[config.mk]
export PLATFORM = sky130hd
export DESIGN_NAME = intersection_phase_scheduler
export DESIGN_NICKNAME = d
export VERILOG_FILES = /design/src/rtl/tl_pkg.sv /design/src/rtl/tl_rr_arbiter3.sv /design/src/rtl/intersection_phase_scheduler.sv
export SDC_FILE = /design/constraint.sdc
export NUM_CORES = 1
export LEC_CHECK = 0
export BUFFER_PORTS_ARGS = -buffer_cell sky130_fd_sc_hd__buf_4
export CAP_MARGIN = 20
export CORE_ASPECT_RATIO = 0.75
export CORE_MARGIN = 10
export CORE_UTILIZATION = 45
export DETAILED_ROUTE_END_ITERATION = 8
export GPL_ROUTABILITY_DRIVEN = 0
export HOLD_SLACK_MARGIN = 0.03
export MAX_ROUTING_LAYER = met4
export PLACE_DENSITY = 0.75
export SLEW_MARGIN = 20
export SYNTH_ARGS = -nofsm -noshare
export SYNTH_HDL_FRONTEND = slang
export SYNTH_HIERARCHICAL = 1
export SYNTH_SLANG_ARGS = --single-unit
[constraint.sdc]
create_clock -name clk -period 2.2 [get_ports clk]
set_input_delay 0.22 -clock clk [delete_from_list [all_inputs] [get_ports clk]]
set_output_delay 0.22 -clock clk [all_outputs]
set_load 0.02 [all_outputs]
[src/rtl/tl_pkg.sv]
// Shared types and default timing for the intersection phase scheduler.
// Light encodings match the lamp driver wiring below the scheduler.
package tl_pkg;

    typedef enum logic [1:0] {
        LightGreen  = 2'b00,
        LightYellow = 2'b01,
        LightRed    = 2'b10
    } light_t;

    typedef enum logic [2:0] {
        PhAllRed   = 3'd0,
        PhNsGreen  = 3'd1,
        PhNsYellow = 3'd2,
        PhEwGreen  = 3'd3,
        PhEwYellow = 3'd4,
        PhPedWalk  = 3'd5
    } phase_t;

    typedef enum logic [1:0] {
        OwnerNs  = 2'd0,
        OwnerEw  = 2'd1,
        OwnerPed = 2'd2
    } owner_t;

    localparam int unsigned DefMinGreen   = 2;
    localparam int unsigned DefMaxGreen   = 5;
    localparam int unsigned DefYellowTime = 1;
    localparam int unsigned DefAllRedTime = 1;
    localparam int unsigned DefWalkTime   = 3;
    localparam int unsigned DefTimerW     = 8;

endpackage

[src/rtl/tl_rr_arbiter3.sv]
// Combinational 3-way round-robin arbiter; search starts just after the last owner served.
// Request/grant bit order: [0]=NS, [1]=EW, [2]=PED.
module tl_rr_arbiter3
    import tl_pkg::*;
(
    input  logic [2:0] req_i,
    input  owner_t     last_served_i,
    output logic [2:0] grant_o,
    output logic       valid_o
);

    always_comb begin
        grant_o = 3'b000;
        valid_o = |req_i;
        case (last_served_i)
            OwnerNs: begin
                if (req_i[1])      grant_o = 3'b010;
                else if (req_i[2]) grant_o = 3'b100;
                else if (req_i[0]) grant_o = 3'b001;
            end
            OwnerEw: begin
                if (req_i[2])      grant_o = 3'b100;
                else if (req_i[0]) grant_o = 3'b001;
                else if (req_i[1]) grant_o = 3'b010;
            end
            default: begin
                if (req_i[0])      grant_o = 3'b001;
                else if (req_i[1]) grant_o = 3'b010;
                else if (req_i[2]) grant_o = 3'b100;
            end
        endcase
    end

endmodule

[src/rtl/intersection_phase_scheduler.sv]
// Phase FSM for a two-approach intersection with a pedestrian crossing.
// Owners rotate NS -> EW -> PED; every handover goes through yellow and all-red.
module intersection_phase_scheduler
    import tl_pkg::*;
#(
    parameter int unsigned MIN_GREEN    = DefMinGreen,
    parameter int unsigned MAX_GREEN    = DefMaxGreen,
    parameter int unsigned YELLOW_TIME  = DefYellowTime,
    parameter int unsigned ALL_RED_TIME = DefAllRedTime,
    parameter int unsigned WALK_TIME    = DefWalkTime,
    parameter int unsigned TIMER_W      = DefTimerW
) (
    input  logic       clk,
    input  logic       rst,
    input  logic       ns_car_req,
    input  logic       ew_car_req,
    input  logic       ped_btn,
    output logic [1:0] ns_light,
    output logic [1:0] ew_light,
    output logic       ped_walk,
    output logic [2:0] phase
);

    // Thresholds are "last cycle" values: the phase ends on the edge after timer reaches them.
    localparam logic [TIMER_W-1:0] MinGreenLast = TIMER_W'(MIN_GREEN - 1);
    localparam logic [TIMER_W-1:0] MaxGreenLast = TIMER_W'(MAX_GREEN - 1);
    localparam logic [TIMER_W-1:0] YellowLast   = TIMER_W'(YELLOW_TIME - 1);
    localparam logic [TIMER_W-1:0] AllRedLast   = TIMER_W'(ALL_RED_TIME - 1);
    localparam logic [TIMER_W-1:0] WalkLast     = TIMER_W'(WALK_TIME - 1);

    phase_t              phase_q, phase_d;
    logic [TIMER_W-1:0]  timer_q, timer_d;
    logic                ped_pending_q, ped_pending_d;
    owner_t              last_served_q, last_served_d;

    logic [2:0]          arb_grant;
    logic                arb_valid;

    tl_rr_arbiter3 u_arb (
        .req_i         ({ped_pending_q, ew_car_req, ns_car_req}),
        .last_served_i (last_served_q),
        .grant_o       (arb_grant),
        .valid_o       (arb_valid)
    );

    always_comb begin
        phase_d       = phase_q;
        last_served_d = last_served_q;
        unique case (phase_q)
            PhNsGreen: begin
                if ((timer_q >= MinGreenLast && (ew_car_req || ped_pending_q)) ||
                    timer_q >= MaxGreenLast) begin
                    phase_d = PhNsYellow;
                end
            end
            PhEwGreen: begin
                if ((timer_q >= MinGreenLast && (ns_car_req || ped_pending_q)) ||
                    timer_q >= MaxGreenLast) begin
                    phase_d = PhEwYellow;
                end
            end
            PhNsYellow, PhEwYellow: begin
                if (timer_q >= YellowLast) phase_d = PhAllRed;
            end
            PhPedWalk: begin
                if (timer_q >= WalkLast) phase_d = PhAllRed;
            end
            PhAllRed: begin
                if (timer_q >= AllRedLast && arb_valid) begin
                    if (arb_grant[0]) begin
                        phase_d       = PhNsGreen;
                        last_served_d = OwnerNs;
                    end else if (arb_grant[1]) begin
                        phase_d       = PhEwGreen;
                        last_served_d = OwnerEw;
                    end else begin
                        phase_d       = PhPedWalk;
                        last_served_d = OwnerPed;
                    end
                end
            end
            default: phase_d = PhAllRed;
        endcase

        if (phase_d != phase_q) begin
            timer_d = '0;
        end else if (timer_q == '1) begin
            timer_d = timer_q;
        end else begin
            timer_d = timer_q + 1'b1;
        end

        // Entering walk serves the request, absorbing a same-cycle press too.
        ped_pending_d = ped_pending_q;
        if (phase_d == PhPedWalk && phase_q != PhPedWalk) begin
            ped_pending_d = 1'b0;
        end else if (phase_q != PhPedWalk && ped_btn) begin
            ped_pending_d = 1'b1;
        end
    end

    always_ff @(posedge clk or posedge rst) begin
        if (rst) begin
            phase_q       <= PhAllRed;
            timer_q       <= '0;
            ped_pending_q <= 1'b0;
            last_served_q <= OwnerPed;
        end else begin
            phase_q       <= phase_d;
            timer_q       <= timer_d;
            ped_pending_q <= ped_pending_d;
            last_served_q <= last_served_d;
        end
    end

    always_comb begin
        ns_light = LightRed;
        ew_light = LightRed;
        ped_walk = 1'b0;
        unique case (phase_q)
            PhNsGreen:  ns_light = LightGreen;
            PhNsYellow: ns_light = LightYellow;
            PhEwGreen:  ew_light = LightGreen;
            PhEwYellow: ew_light = LightYellow;
            PhPedWalk:  ped_walk = 1'b1;
            default:    ;
        endcase
    end

    assign phase = phase_q;

endmodule

==> impl_metrics.json, run 1 <==
{
  "rows": 14,
  "setup_tns_ns": 0,
  "drc_errors": 0,
  "clock_latency_ns": 0.29,
  "critPathMaxStageDelay_ns": 0.45,
  "ios": 13,
  "p_comb_share_pct": 56.0,
  "critPathLaunchType": "register",
  "clkTransAtPathRegs_ns": 0.09,
  "worstReg2RegEnd": "timer_q[4]",
  "critical_path_buf_inv_count": 1,
  "crit_path_end_kind": "register",
  "reg2reg_depth": 6,
  "post_cts_resized": 0,
  "cts_root_buffer": "clkbuf_4",
  "final_util_pct": 56.04,
  "power_leakage_nw": 0.5019,
  "finalHoldViolations": 0,
  "hp-start": "ped_btn",
  "power.density_nw_per_um2": 1270,
  "critical_path_arrival_ns": 2.03,
  "dp_hpwl_um": 1700,
  "p_clk_share_pct": 13.2,
  "layout-drive-gt1-share_pct": 26.05,
  "syn_to_final_growth_pct": 15.33,
  "relSlewSlack_pct": 58.56,
  "crit_type": "reg -> reg",
  "finalCritPeriodShare_pct": 83.02,
  "worst_slew_pin_slew_ns": 0.6217,
  "postSynthAreaPerCell_um2": 9.485,
  "switching_share_pct": 46.60,
  "fin_area_um2": 1149,
  "clock_path_buffers": 2,
  "rsz0062_at_grt": "false",
  "cts_sinks": 14,
  "vias": 834,
  "synth_nets": 113,
  "drtIter0Drc": 35,
  "port_buffers": 12,
  "die-width_um": 74.32,
  "fill_cells": 173,
  "grt_overflow_total": 0,
  "crit_path_cell_trace": "inv_1 -> ha_1 -> nor2b_1 -> o2111ai_1 -> a22o_4 -> nor3_2",
  "syn_area_um2": 996.0,
  "postPlaceCellArea_um2": 1102,
  "wl_per_cell_um": 15.48,
  "drv_slew": 0,
  "worstPathRequired_ns": 2.41,
  "power.internal_w": 0.0007789,
  "diodes": 0,
  "antenna_found_initial": 0,
  "outcome": "complete, no violations",
  "final_nets": 128,
  "finalClockSkew_ns": 0.01044,
  "peakVddDrop_v": 0.0007690,
  "maxCapViolations": 0,
  "min_to": "ped_pending_q",
  "initial_core_util_pct": 48.60,
  "cts_tree": "done",
  "vias_per_cell": 5.832,
  "seq_power_share_pct": 30.8,
  "max_freq_mhz": 547.5,
  "p_sw_w": 0.0006796,
  "core_area_um2": 2049,
  "cts_buffers": 3,
  "final_antenna_net_count": 0,
  "yosysWarnings": 6,
  "r2r-start": "timer_q[1]",
  "reg2reg_slack_ns": 0.37,
  "grt_usage_pct": 11.05,
  "final.min_clock_period_ns": 1.826,
  "grt_pass1_vias": 773,
  "path_max_fanout": 8,
  "crit_slowest_cell": "dfrtp_1",
  "die_h_um": 60.74,
  "grt_max_degree": 15,
  "setup_viol": 0,
  "syn-instance-count": 105,
  "die-area_um2": 4514,
  "cp.depth": 6,
  "whs_path_depth": 3,
  "totalWireLength_um": 2214,
  "htree_levels": 1,
  "dr.pass1.iters": 4,
  "critPathTopFamily": "compound AO/OA/AOI/OAI gates",
  "grt_pass1_wl_um": 3705,
  "hp-class": "in -> reg"
}
## layout by cell type, fill, tap and decap left out, drive strengths merged, types with 3 or more instances in the layout
master / instances
nor3b: 3
nor2b: 4
o21ai: 5
nand2: 5
buf: 12
clkbuf: 4
nand2b: 4
nor2: 11
nand3: 3
mux2i: 4
xor2: 4
ha: 3
dfrtp: 13
inv: 6
nor3: 9
## flip-flops by register name, summed over array words and instances, names as in the netlist
signal / cells
timer_q: 8
phase: 3
last_served_q: 2
ped_pending_q: 1
## per-layer routing
layer  track usage, %  vias to the layer above  share of wire [%]
met3            3.263                        7                8.2
li1                 -                      404                  -
met5                -                        -                  0
met2            14.81                       28                 44
met4            7.292                        0                3.1
met1            13.99                      395                 45
## power groups by stage
stage	clock network [W]	registers, W	logic (W)
after floorplan	0	0.000410	0.000631
after detailed placement	0	0.000453	0.000811
final	0.000192	0.000449	0.000817
after global routing	0.000212	0.000466	0.000902
after CTS	0.000197	0.000448	0.000820
after global placement	0	0.000450	0.000790
## worst reg2reg max path: stages (launching register included)
cell	delay, ns
dfrtp_1	0.45
inv_1	0.12
ha_1	0.22
nor2b_1	0.23
o2111ai_1	0.19
a22o_4	0.35
nor3_2	0.19
## timing repair
item,CTS,global route
hold endpoints to repair,13,0
hold buffers,1,0
setup buffers,0,0
## metrics by stage
step | std cells | power [W] | setup WS (ns) | hold WS (ns)
floorplan | 105 | 0.001041 | 0.4187 | 0.1085
global placement | 138 | 0.001240 | 0.5674 | 0.2894
detailed placement | 138 | 0.001264 | 0.4794 | 0.3066
CTS | 143 | 0.001465 | 0.4159 | 0.1733
global route | 143 | 0.001580 | 0.2772 | 0.1828
finish | 143 | 0.001458 | 0.3735 | 0.1816
## worst max-delay path by stage
| stage | startpoint | end | slack (ns) |
|---|---|---|---|
| 6_report | timer_q[1] | timer_q[4] | 0.37 |
| 2_1_floorplan | phase[2] | ew_light[1] | 0.42 |
| 5_1_grt | timer_q[1] | timer_q[3] | 0.28 |
| 3_5_place_dp | timer_q[1] | timer_q[3] | 0.48 |
| 4_1_cts | timer_q[1] | timer_q[3] | 0.42 |
| 3_3_place_gp | timer_q[1] | timer_q[3] | 0.57 |
## final cells by class
cell class                      count  area, um2  share of cell area, %
Tap cell                           24      30.03                  2.614
Multi-Input combinational cell     82      608.1                  52.94
Clock buffer                        4      36.28                  3.159
Sequential cell                    14      351.6                  30.61
Inverter                            6      22.52                  1.961
Timing Repair Buffer               13      100.1                  8.715
Note: power is estimated with default switching activity, not from simulation.
==> inputs of run 2 (changes only) <==
==> constraint.sdc (replaced) <==
create_clock -name clk -period 1.81 [get_ports clk]
set_input_delay 0.181 -clock clk [delete_from_list [all_inputs] [get_ports clk]]
set_output_delay 0.181 -clock clk [all_outputs]
set_load 0.02 [all_outputs]
==> impl_metrics.json, run 2 (synthesis results as in run 1) <==
{
  "outcome": "complete, no violations",
  "cp-endpoint": "timer_q[3]",
  "worstPathRequired_ns": 1.96,
  "reg2reg_depth": 6,
  "grt_max_degree": 15,
  "clock_path_buffers": 2,
  "max_freq_mhz": 583.7,
  "die-area_um2": 4514,
  "finalClockSkew_ns": 0.009537,
  "totalWireLength_um": 2277,
  "syn_to_final_growth_pct": 18.47,
  "initial_core_util_pct": 48.60,
  "core_area_um2": 2049,
  "top_register": "timer_q",
  "ios": 13,
  "finalCritPeriodShare_pct": 94.65,
  "power.density_nw_per_um2": 1572,
  "r2r-start": "timer_q[1]",
  "critPathLaunchType": "register",
  "antenna_found_initial": 0,
  "final_nets": 131,
  "vias_per_cell": 5.644,
  "crit_type": "reg -> reg",
  "finalHoldViolations": 0,
  "port_buffers": 12,
  "die_h_um": 60.74,
  "worstReg2RegEnd": "timer_q[3]",
  "power_leakage_nw": 0.5227,
  "reg2reg_slack_ns": 0.1,
  "wl_per_cell_um": 15.60,
  "final_antenna_net_count": 0,
  "place_inst": 141,
  "timing.hold.ws_ns": 0.1431,
  "grt_pass1_wl_um": 3629,
  "vias": 824,
  "htree_levels": 1,
  "final_cell_mix": "buf_4 (15), dfrtp_1 (12), nor2_1 (11), nor3_2 (8), inv_1 (6)",
  "grt_pass1_vias": 762,
  "path_max_fanout": 8,
  "die-width_um": 74.32,
  "cts_buffers": 3,
  "post_cts_buffers": 0,
  "layout-drive-gt1-share_pct": 29.51,
  "maxCapViolations": 0,
  "post-place-ws_ns": 0.05774,
  "cts_tree": "done",
  "cts_root_buffer": "clkbuf_4",
  "rows": 14,
  "worst_slew_pin_slew_ns": 0.6073,
  "setup_tns_ns": 0,
  "crit_path_end_kind": "register",
  "dp_hpwl_um": 1772,
  "clock_latency_ns": 0.29,
  "hp-class": "in -> reg",
  "final.min_clock_period_ns": 1.713,
  "drtIter0Drc": 36,
  "peakVddDrop_v": 0.001047,
  "critical_path_arrival_ns": 1.87,
  "grt_overflow_total": 0,
  "cts_sinks": 14,
  "setup_viol": 0,
  "drv_slew": 0,
  "largest_reg_flops": 8,
  "grt_usage_pct": 10.77,
  "dr.pass1.iters": 4,
  "relSlewSlack_pct": 59.51,
  "drc_errors": 0,
  "fin_ws_ns": 0.09686,
  "layout_commonest_cell": "buf_4",
  "fin_cells": 146,
  "crit_start": "timer_q[1]",
  "clkTransAtPathRegs_ns": 0.09,
  "diodes": 0
}
## run 2: cell count changes in the layout (fill, tap and decap cells not counted), sizes merged
cell and delta:
buf +3
## run 2: area by class of cell
| type | count | area (um2) |
|---|---|---|
| inverters | 6 | 22.52 |
| flip-flops and latches | 14 | 352.8 |
| clock buffers | 4 | 36.28 |
| repair buffers | 16 | 122.6 |
| well taps | 24 | 30.03 |
| fillers | 171 | 869.6 |
| multi-input cells | 82 | 615.6 |
## run 2: per-layer routing
layer / GRT usage, % / wire, um / up-vias
met2: 15.29 / 1018 / 25
met5: - / 0 / -
met1: 13.50 / 1046 / 392
met4: 4.427 / 36 / 0
li1: - / - / 403
met3: 3.915 / 176 / 4
## run 2: per-stage QoR
stage	power [W]	cell area, um2	utilization, %
floorplan	0.001265	996.0	-
detailed placement	0.001581	1125	54.88
global route	0.001996	1180	57.57
finish	0.001855	1180	57.57
global placement	0.001547	1125	54.88
CTS	0.001831	1174	57.27
## run 2: worst min-delay path by stage
stage / depth (start not counted) / to / startpoint / slack [ns]
6_report: 3 / ped_pending_q / ped_btn / 0.14
5_1_grt: 3 / ped_pending_q / ped_btn / 0.13
4_1_cts: 3 / ped_pending_q / ped_btn / 0.14
3_5_place_dp: 2 / phase[0] / rst / 0.26
3_3_place_gp: 2 / phase[0] / rst / 0.26
2_1_floorplan: 1 / last_served_q[0] / rst / 0.07
## run 2: repair_timing
item,4_1_cts,5_1_grt
pin swaps,0,1
hold buffers,1,0
resized for setup,1,2
endpoints found under the hold margin,13,0
setup endpoints to repair,1,8
## run 2: worst max-delay path, stage by stage (launching register included)
cell,delay (ns)
dfrtp_2,0.45
inv_1,0.11
ha_1,0.26
nor3b_1,0.08
a211oi_1,0.35
a22o_4,0.26
nor3_2,0.06
## run 2: report_power, final
group | internal, W | total, W | switching (W)
Sequential | 0.000405 | 0.000526 | 0.000121
Combinational | 0.000478 | 0.00110 | 0.000619
Clock | 0.000123 | 0.000232 | 0.000109
Total | 0.00101 | 0.00185 | 0.000849
